**src/rtl/multicycle_control_pkg.sv**
```systemverilog
// Shared types and encodings for the multicycle RV32I control unit.
// Imported by the control FSM and its ALU decoder.
package multicycle_control_pkg;

  typedef enum logic [3:0] {
    ALU_ADD = 4'd0,
    ALU_SUB = 4'd1,
    ALU_AND = 4'd2,
    ALU_OR  = 4'd3,
    ALU_XOR = 4'd4,
    ALU_SLL = 4'd5,
    ALU_SRL = 4'd6,
    ALU_SRA = 4'd7,
    ALU_SLA = 4'd8
  } alu_control_t;

  typedef enum logic [3:0] {
    S_FETCH    = 4'd0,
    S_DECODE   = 4'd1,
    S_MEMADR   = 4'd2,
    S_MEMREAD  = 4'd3,
    S_MEMWB    = 4'd4,
    S_MEMWRITE = 4'd5,
    S_EXECR    = 4'd6,
    S_EXECI    = 4'd7,
    S_ALUWB    = 4'd8,
    S_BRANCH   = 4'd9,
    S_JAL      = 4'd10,
    S_LUI      = 4'd11,
    S_TRAP     = 4'd12
  } ctrl_state_t;

  localparam logic [6:0] OP_LOAD   = 7'b0000011;
  localparam logic [6:0] OP_STORE  = 7'b0100011;
  localparam logic [6:0] OP_R      = 7'b0110011;
  localparam logic [6:0] OP_I      = 7'b0010011;
  localparam logic [6:0] OP_BRANCH = 7'b1100011;
  localparam logic [6:0] OP_JAL    = 7'b1101111;
  localparam logic [6:0] OP_LUI    = 7'b0110111;

  localparam logic [1:0] RES_ALUOUT = 2'b00;
  localparam logic [1:0] RES_RDATA  = 2'b01;
  localparam logic [1:0] RES_ALU    = 2'b10;

  localparam logic [1:0] SRCA_PC    = 2'b00;
  localparam logic [1:0] SRCA_OLDPC = 2'b01;
  localparam logic [1:0] SRCA_RS1   = 2'b10;
  localparam logic [1:0] SRCA_ZERO  = 2'b11;

  localparam logic [1:0] SRCB_RS2  = 2'b00;
  localparam logic [1:0] SRCB_IMM  = 2'b01;
  localparam logic [1:0] SRCB_FOUR = 2'b10;

  localparam logic [2:0] IMM_I = 3'b000;
  localparam logic [2:0] IMM_S = 3'b001;
  localparam logic [2:0] IMM_B = 3'b010;
  localparam logic [2:0] IMM_J = 3'b011;
  localparam logic [2:0] IMM_U = 3'b100;

  function automatic logic is_req_state(
    ctrl_state_t s
  );
    return (s == S_FETCH) ||
           (s == S_MEMREAD) ||
           (s == S_MEMWRITE);
  endfunction

endpackage

```
**src/rtl/multicycle_control_alu_decoder.sv**
```systemverilog
// ALU operation decode from funct3/funct7b5.
// SUB only for R-type; SLA is never produced.
module multicycle_control_alu_decoder
  import multicycle_control_pkg::*;
(
  input  logic         is_r,
  input  logic [2:0]   funct3,
  input  logic         funct7b5,
  output alu_control_t alu_control
);

  // Map funct3 (and funct7b5) onto an ALU op
  always_comb begin
    alu_control = ALU_ADD;
    unique case (funct3)
      3'b000: alu_control = (is_r && funct7b5)
                            ? ALU_SUB : ALU_ADD;
      3'b001: alu_control = ALU_SLL;
      3'b100: alu_control = ALU_XOR;
      3'b101: alu_control = funct7b5
                            ? ALU_SRA : ALU_SRL;
      3'b110: alu_control = ALU_OR;
      3'b111: alu_control = ALU_AND;
      default: alu_control = ALU_ADD;
    endcase
  end

endmodule

```
**src/rtl/multicycle_control.sv**
```systemverilog
// Main control FSM for the multicycle RV32I datapath.
// One instruction in flight; sticky TRAP on bad encodings.
module multicycle_control
  import multicycle_control_pkg::*;
#(
  parameter int MEM_WAIT_MAX = 0
) (
  input  logic         clk,
  input  logic         rst_n,
  input  logic [6:0]   opcode,
  input  logic [2:0]   funct3,
  input  logic         funct7b5,
  input  logic         zero,
  input  logic         mem_ready,
  output logic         mem_req,
  output logic         mem_write,
  output logic         adr_src,
  output logic         ir_write,
  output logic         pc_write,
  output logic         reg_write,
  output logic [1:0]   result_src,
  output logic [1:0]   alu_src_a,
  output logic [1:0]   alu_src_b,
  output logic [2:0]   imm_src,
  output alu_control_t alu_control,
  output logic         illegal
);

  localparam int CW = (MEM_WAIT_MAX > 0)
                      ? $clog2(MEM_WAIT_MAX + 1) : 1;
  localparam logic [CW-1:0] WAIT_LAST =
    CW'((MEM_WAIT_MAX > 0) ? MEM_WAIT_MAX - 1 : 0);

  ctrl_state_t   state_q, state_d;
  logic [CW-1:0] wait_q, wait_d;

  logic         is_r;
  alu_control_t dec_alu;
  logic         stall;
  logic         timeout;
  logic         f3_ls_ok;
  logic         f3_alu_ok;
  logic         f3_br_ok;

  assign is_r  = (state_q == S_EXECR);
  assign stall = is_req_state(state_q) && !mem_ready;

  // The last permitted stall cycle forces TRAP
  assign timeout = (MEM_WAIT_MAX > 0) && stall &&
                   (wait_q == WAIT_LAST);

  assign f3_ls_ok  = (funct3 == 3'b010);
  assign f3_alu_ok = (funct3 != 3'b010) &&
                     (funct3 != 3'b011);
  assign f3_br_ok  = (funct3 == 3'b000) ||
                     (funct3 == 3'b001);

  multicycle_control_alu_decoder u_alu_dec (
    .is_r        (is_r),
    .funct3      (funct3),
    .funct7b5    (funct7b5),
    .alu_control (dec_alu)
  );

  // State and wait-counter registers
  always_ff @(posedge clk) begin
    if (!rst_n) begin
      state_q <= S_FETCH;
      wait_q  <= '0;
    end else begin
      state_q <= state_d;
      wait_q  <= wait_d;
    end
  end

  // Stall counter restarts on completion or state change
  always_comb begin
    wait_d = '0;
    if (stall && (state_d == state_q)) begin
      wait_d = wait_q + 1'b1;
    end
  end

  // Next state and datapath controls
  always_comb begin
    state_d     = state_q;
    mem_req     = 1'b0;
    mem_write   = 1'b0;
    adr_src     = 1'b0;
    ir_write    = 1'b0;
    pc_write    = 1'b0;
    reg_write   = 1'b0;
    result_src  = RES_ALUOUT;
    alu_src_a   = SRCA_PC;
    alu_src_b   = SRCB_RS2;
    imm_src     = IMM_I;
    alu_control = ALU_ADD;
    illegal     = 1'b0;

    unique case (state_q)
      S_FETCH: begin
        mem_req    = 1'b1;
        adr_src    = 1'b0;
        alu_src_a  = SRCA_PC;
        alu_src_b  = SRCB_FOUR;
        result_src = RES_ALU;
        if (mem_ready) begin
          ir_write = 1'b1;
          pc_write = 1'b1;
          state_d  = S_DECODE;
        end
      end
      S_DECODE: begin
        alu_src_a = SRCA_OLDPC;
        alu_src_b = SRCB_IMM;
        imm_src   = (opcode == OP_JAL)
                    ? IMM_J : IMM_B;
        unique case (1'b1)
          ((opcode == OP_LOAD) ||
           (opcode == OP_STORE)) && f3_ls_ok:
            state_d = S_MEMADR;
          (opcode == OP_R) && f3_alu_ok:
            state_d = S_EXECR;
          (opcode == OP_I) && f3_alu_ok:
            state_d = S_EXECI;
          (opcode == OP_BRANCH) && f3_br_ok:
            state_d = S_BRANCH;
          (opcode == OP_JAL):
            state_d = S_JAL;
          (opcode == OP_LUI):
            state_d = S_LUI;
          default:
            state_d = S_TRAP;
        endcase
      end
      S_MEMADR: begin
        alu_src_a = SRCA_RS1;
        alu_src_b = SRCB_IMM;
        if (opcode == OP_LOAD) begin
          imm_src = IMM_I;
          state_d = S_MEMREAD;
        end else begin
          imm_src = IMM_S;
          state_d = S_MEMWRITE;
        end
      end
      S_MEMREAD: begin
        mem_req = 1'b1;
        adr_src = 1'b1;
        if (mem_ready) state_d = S_MEMWB;
      end
      S_MEMWB: begin
        result_src = RES_RDATA;
        reg_write  = 1'b1;
        state_d    = S_FETCH;
      end
      S_MEMWRITE: begin
        mem_req   = 1'b1;
        mem_write = 1'b1;
        adr_src   = 1'b1;
        if (mem_ready) state_d = S_FETCH;
      end
      S_EXECR: begin
        alu_src_a   = SRCA_RS1;
        alu_src_b   = SRCB_RS2;
        alu_control = dec_alu;
        state_d     = S_ALUWB;
      end
      S_EXECI: begin
        alu_src_a   = SRCA_RS1;
        alu_src_b   = SRCB_IMM;
        imm_src     = IMM_I;
        alu_control = dec_alu;
        state_d     = S_ALUWB;
      end
      S_ALUWB: begin
        result_src = RES_ALUOUT;
        reg_write  = 1'b1;
        state_d    = S_FETCH;
      end
      S_BRANCH: begin
        alu_src_a   = SRCA_RS1;
        alu_src_b   = SRCB_RS2;
        alu_control = ALU_SUB;
        result_src  = RES_ALUOUT;
        pc_write    = (funct3 == 3'b000)
                      ? zero : ~zero;
        state_d     = S_FETCH;
      end
      S_JAL: begin
        result_src = RES_ALUOUT;
        pc_write   = 1'b1;
        alu_src_a  = SRCA_OLDPC;
        alu_src_b  = SRCB_FOUR;
        state_d    = S_ALUWB;
      end
      S_LUI: begin
        alu_src_a = SRCA_ZERO;
        alu_src_b = SRCB_IMM;
        imm_src   = IMM_U;
        state_d   = S_ALUWB;
      end
      S_TRAP: begin
        illegal = 1'b1;
        state_d = S_TRAP;
      end
      default: begin
        state_d = S_TRAP;
      end
    endcase

    if (timeout) state_d = S_TRAP;

    if (!rst_n) begin
      mem_req     = 1'b0;
      mem_write   = 1'b0;
      adr_src     = 1'b0;
      ir_write    = 1'b0;
      pc_write    = 1'b0;
      reg_write   = 1'b0;
      result_src  = 2'b00;
      alu_src_a   = 2'b00;
      alu_src_b   = 2'b00;
      imm_src     = 3'b000;
      alu_control = ALU_ADD;
      illegal     = 1'b0;
    end
  end

endmodule

```
**config.mk**
```make
export PLATFORM = sky130hd
export DESIGN_NAME = multicycle_control
export DESIGN_NICKNAME = d
export VERILOG_FILES = /design/src/rtl/multicycle_control_pkg.sv /design/src/rtl/multicycle_control_alu_decoder.sv /design/src/rtl/multicycle_control.sv
export SDC_FILE = /design/constraint.sdc
export NUM_CORES = 1
export LEC_CHECK = 0
export CORE_UTILIZATION = 41
export CTS_CLUSTER_SIZE = 28
export DETAILED_ROUTE_END_ITERATION = 10
export PLACE_DENSITY = 0.8
export SYNTH_ARGS = -nofsm -noshare
export SYNTH_HDL_FRONTEND = slang
export SYNTH_SLANG_ARGS = --single-unit
```
**constraint.sdc**
```tcl
create_clock -name clk -period 2 [get_ports clk]
set_input_delay 0.4 -clock clk [delete_from_list [all_inputs] [get_ports clk]]
set_output_delay 0.4 -clock clk [all_outputs]
set_load 0.03 [all_outputs]
```
==> run_results.csv <==
group,metric,value,unit
worst_setup_path,crit_chain,"buf_8 > nor2_4 > buf_6 > nand4_1 > a21oi_2 > a31oi_2 > o32ai_2 > buf_4",
clocking,insertion_delay,0.24,ns
global_routing,grt_antenna_before_repair,0,
global_routing,grt_max_degree,14,
pwr,p_comb_share,62.2,%
yosys,synth_top_cells_by_area,"dfxtp_1 (11%), nor2_1 (8.9%), clkbuf_8 (5.4%), a21oi_1 (4.6%), o21ai_0 (3.9%)",
place,dp_slack,-0.7828,ns
layout,n_fill_cell,99,
drt,dr.pass1.iters,5,
drt,route.detailed.drc,0,
worst_setup_path,worstSetupPathType,"flop to output pin",
run,drv_cap,0,
worst_setup_path,cpMaxStageDelayCell,"dfxtp_4",
status,violations,"setup timing",
worst_setup_path,end_kind,"output pin",
floorplan,core_area,0.001727,sq mm
layout,top_regs,"state_q x4",
timing,setup_violations,1,
layout,layout_common_cells,"buf_4 (54), nor2_1 (14), buf_6 (9)",
global_routing,grt_overflow,0,
pwr,p_sw,0.0002175,W
clocking,cts_tree,"yes",
timing,min_period_over_period,100.3,%
floorplan,num_rows,15,
pwr,p_leak,0.6719,nW
timing,skew,0.01323,ns
clocking,ctsHoldBuffers,0,
floorplan,fp.dieW,45.11,um
timing,fmax,498.5,MHz
worst_setup_path,cp-start-kind,"flop",
layout,areaGrowthSynthToFinish,93.43,%
worst_setup_path,required,1.60,ns
yosys,synth_edf_count,0,
place,dp_hpwl,1975,um
drt,viasPerCell,5.630,
worst_setup_path,cp_max_fo,6,
timing,hold_viol_final,0,
layout,nNetsFinal,203,
yosys,synthCells,114,
pwr,irDropWorstVdd,0.2760,mV
worst_setup_path,rr_worst_depth,8,
floorplan,die_area,0.002035,sq mm
layout,top_register,"state_q",
yosys,synth.distinct_cells,46,
drt,ant_nets,0,
clocking,cts.sinks,4,
clocking,htree_levels,1,
clocking,clockRootBuffer,"clkbuf_4",
yosys,synth_area,762.0,sq um
place,place_congestion,0.8349,
yosys,ys_warn_count,0,
pwr,power,0.0005282,W
place,portBuffers,33,
pwr,p_clk_share,19.5,%
clocking,clkTransAtPathRegs,0.04,ns
yosys,synth_area_per_cell,6.684,sq um
drt,dr_total_vias,1188,
floorplan,initial_core_util,44.13,%
clocking,cts_buffers,3,
layout,final_common_cell,"buf_4",
drt,drt-initial-drc-count,70,
status,status,"complete, but fails checks",
drt,avgRoutedWirePerCell,15.10,um
timing,maxSlewViolCount,0,
pwr,pwr_density_cell,358.3,mW/mm^2
global_routing,grt_use_total,28.15,%
yosys,synth-seq-area-share,10.51,%
yosys,yosysTopAreaCellShare,10.51,%
yosys,synth_nets,129,
layout,seq_area,88.84,sq um
worst_setup_path,critical-path-max-stage-delay,0.36,ns
pwr,switching_share,41.18,%
pwr,p_int,0.0003107,W
clocking,cts.path.max_buffers,2,
timing,finalSetupTns,-0.005907,ns
yosys,yosys.area.top_type,"dfxtp_1",
yosys,synth-main-ff-cell,"dfxtp_1",
global_routing,grt_pass1_vias,1029,
floorplan,io_pins,35,
layout,antenna_cells,0,
global_routing,grt_pass1_wl,4291,um
yosys,async_reset_ff_share,0,%
floorplan,die_h,45.11,um
timing,period_needed,2.006,ns
min_path,hold_depth,2,
layout,multi_input_area,684.4,sq um
pwr,p_seq_share,18.3,%
min_path,hp-class,"flop to flop",
drt,drt-total-wl,3187,um
timing,finalWorstSetupSlack,-0.005907,ns
timing,grt_setup_unrepaired,"true",
layout,drive_above_1_share,51.08,%
layout,largest_reg_flops,4,
yosys,ys_ff_latch,4,
worst_setup_path,cp.arrival,1.61,ns
[routing by layer]
metal	routed length (um)	track usage (%)
met2	1641	54.20
met1	1256	31.72
met4	93	10.91
met3	195	1.600
met5	0	0
[Yosys cell counts, types with 2 or more instances]
master,n
clkbuf_8,3
a21oi_1,7
nor3b_1,2
nand3b_1,4
nor2_1,18
and2_1,2
o21ai_0,6
or2_2,3
nor2b_1,2
nand2_1,6
a32oi_1,2
a31oi_1,2
nor4_1,3
dfxtp_1,4
xnor2_1,3
inv_1,7
nand2b_1,4
nand3_1,2
xor2_1,2
nor3_1,5
nand4_1,2
[worst max-delay path: cells and delay by family, from the launching register on]
kind,cells,cell delay (ns)
compound gates,3,0.33
flops,1,0.36
buf+inv,3,0.44
simple gates,2,0.22
[worst paths after layout]
| kind | slack, ns | end | from |
|---|---|---|---|
| hold reg to reg | 0.71 | state_q[2]$_SDFFE_PN0P_ | state_q[0]$_SDFFE_PN0P_ |
| setup / recovery | -0.006 | alu_control[0] | state_q[3]$_SDFFE_PN0P_ |
| hold / removal | 0.71 | state_q[2]$_SDFFE_PN0P_ | state_q[0]$_SDFFE_PN0P_ |
| setup reg to reg | 0.38 | state_q[2]$_SDFFE_PN0P_ | state_q[3]$_SDFFE_PN0P_ |
[repair_timing]
action | in CTS | in global routing
endpoints found under the hold margin | 0 | 0
setup endpoints to repair | 7 | 4
gates cloned | 0 | 0
resized for setup | 49 | 13
pin swaps | 13 | 8
setup buffers | 7 | 7
[power groups by stage]
stage          combinational, W  clock [W]  sequential, W
4_1_cts                0.000294   0.000101      0.0000963
5_1_grt                0.000346   0.000109      0.0000972
6_report               0.000329   0.000103      0.0000967
3_5_place_dp           0.000289          0      0.0000938
3_3_place_gp           0.000283          0      0.0000937
2_1_floorplan          0.000164          0      0.0000919
[area by class of cell]
cell class                 instances  share of cell area [%]
inverter                           7                   1.783
tap                               25                   2.122
sequential                         4                   6.027
timing repair buffer              76                   42.11
multi-input combinational         96                   46.43
clock buffer                       3                   1.528
[cells by family after synthesis]
| family | synth area share [%] |
|---|---|
| flip-flops | 10.51 |
| AO/OA/AOI/OAI | 23.48 |
| multiplexers | 1.314 |
| buffers and inverters | 12.32 |
| XOR/XNOR | 5.748 |
| other | 0.4921 |
| AND/OR/NAND/NOR | 46.14 |
[per-stage QoR]
step / std cells / hold slack, ns / cell area, sq um / utilization (%)
2_1_floorplan: 114 / 0.5229 / 780.7 / -
3_3_place_gp: 197 / 0.7060 / 1270 / 73.55
3_5_place_dp: 197 / 0.7145 / 1270 / 73.55
4_1_cts: 204 / 0.6938 / 1374 / 79.57
5_1_grt: 211 / 0.7208 / 1474 / 85.36
6_report: 211 / 0.7081 / 1474 / 85.36
No activity file was read; power rests on OpenSTA's default activity.
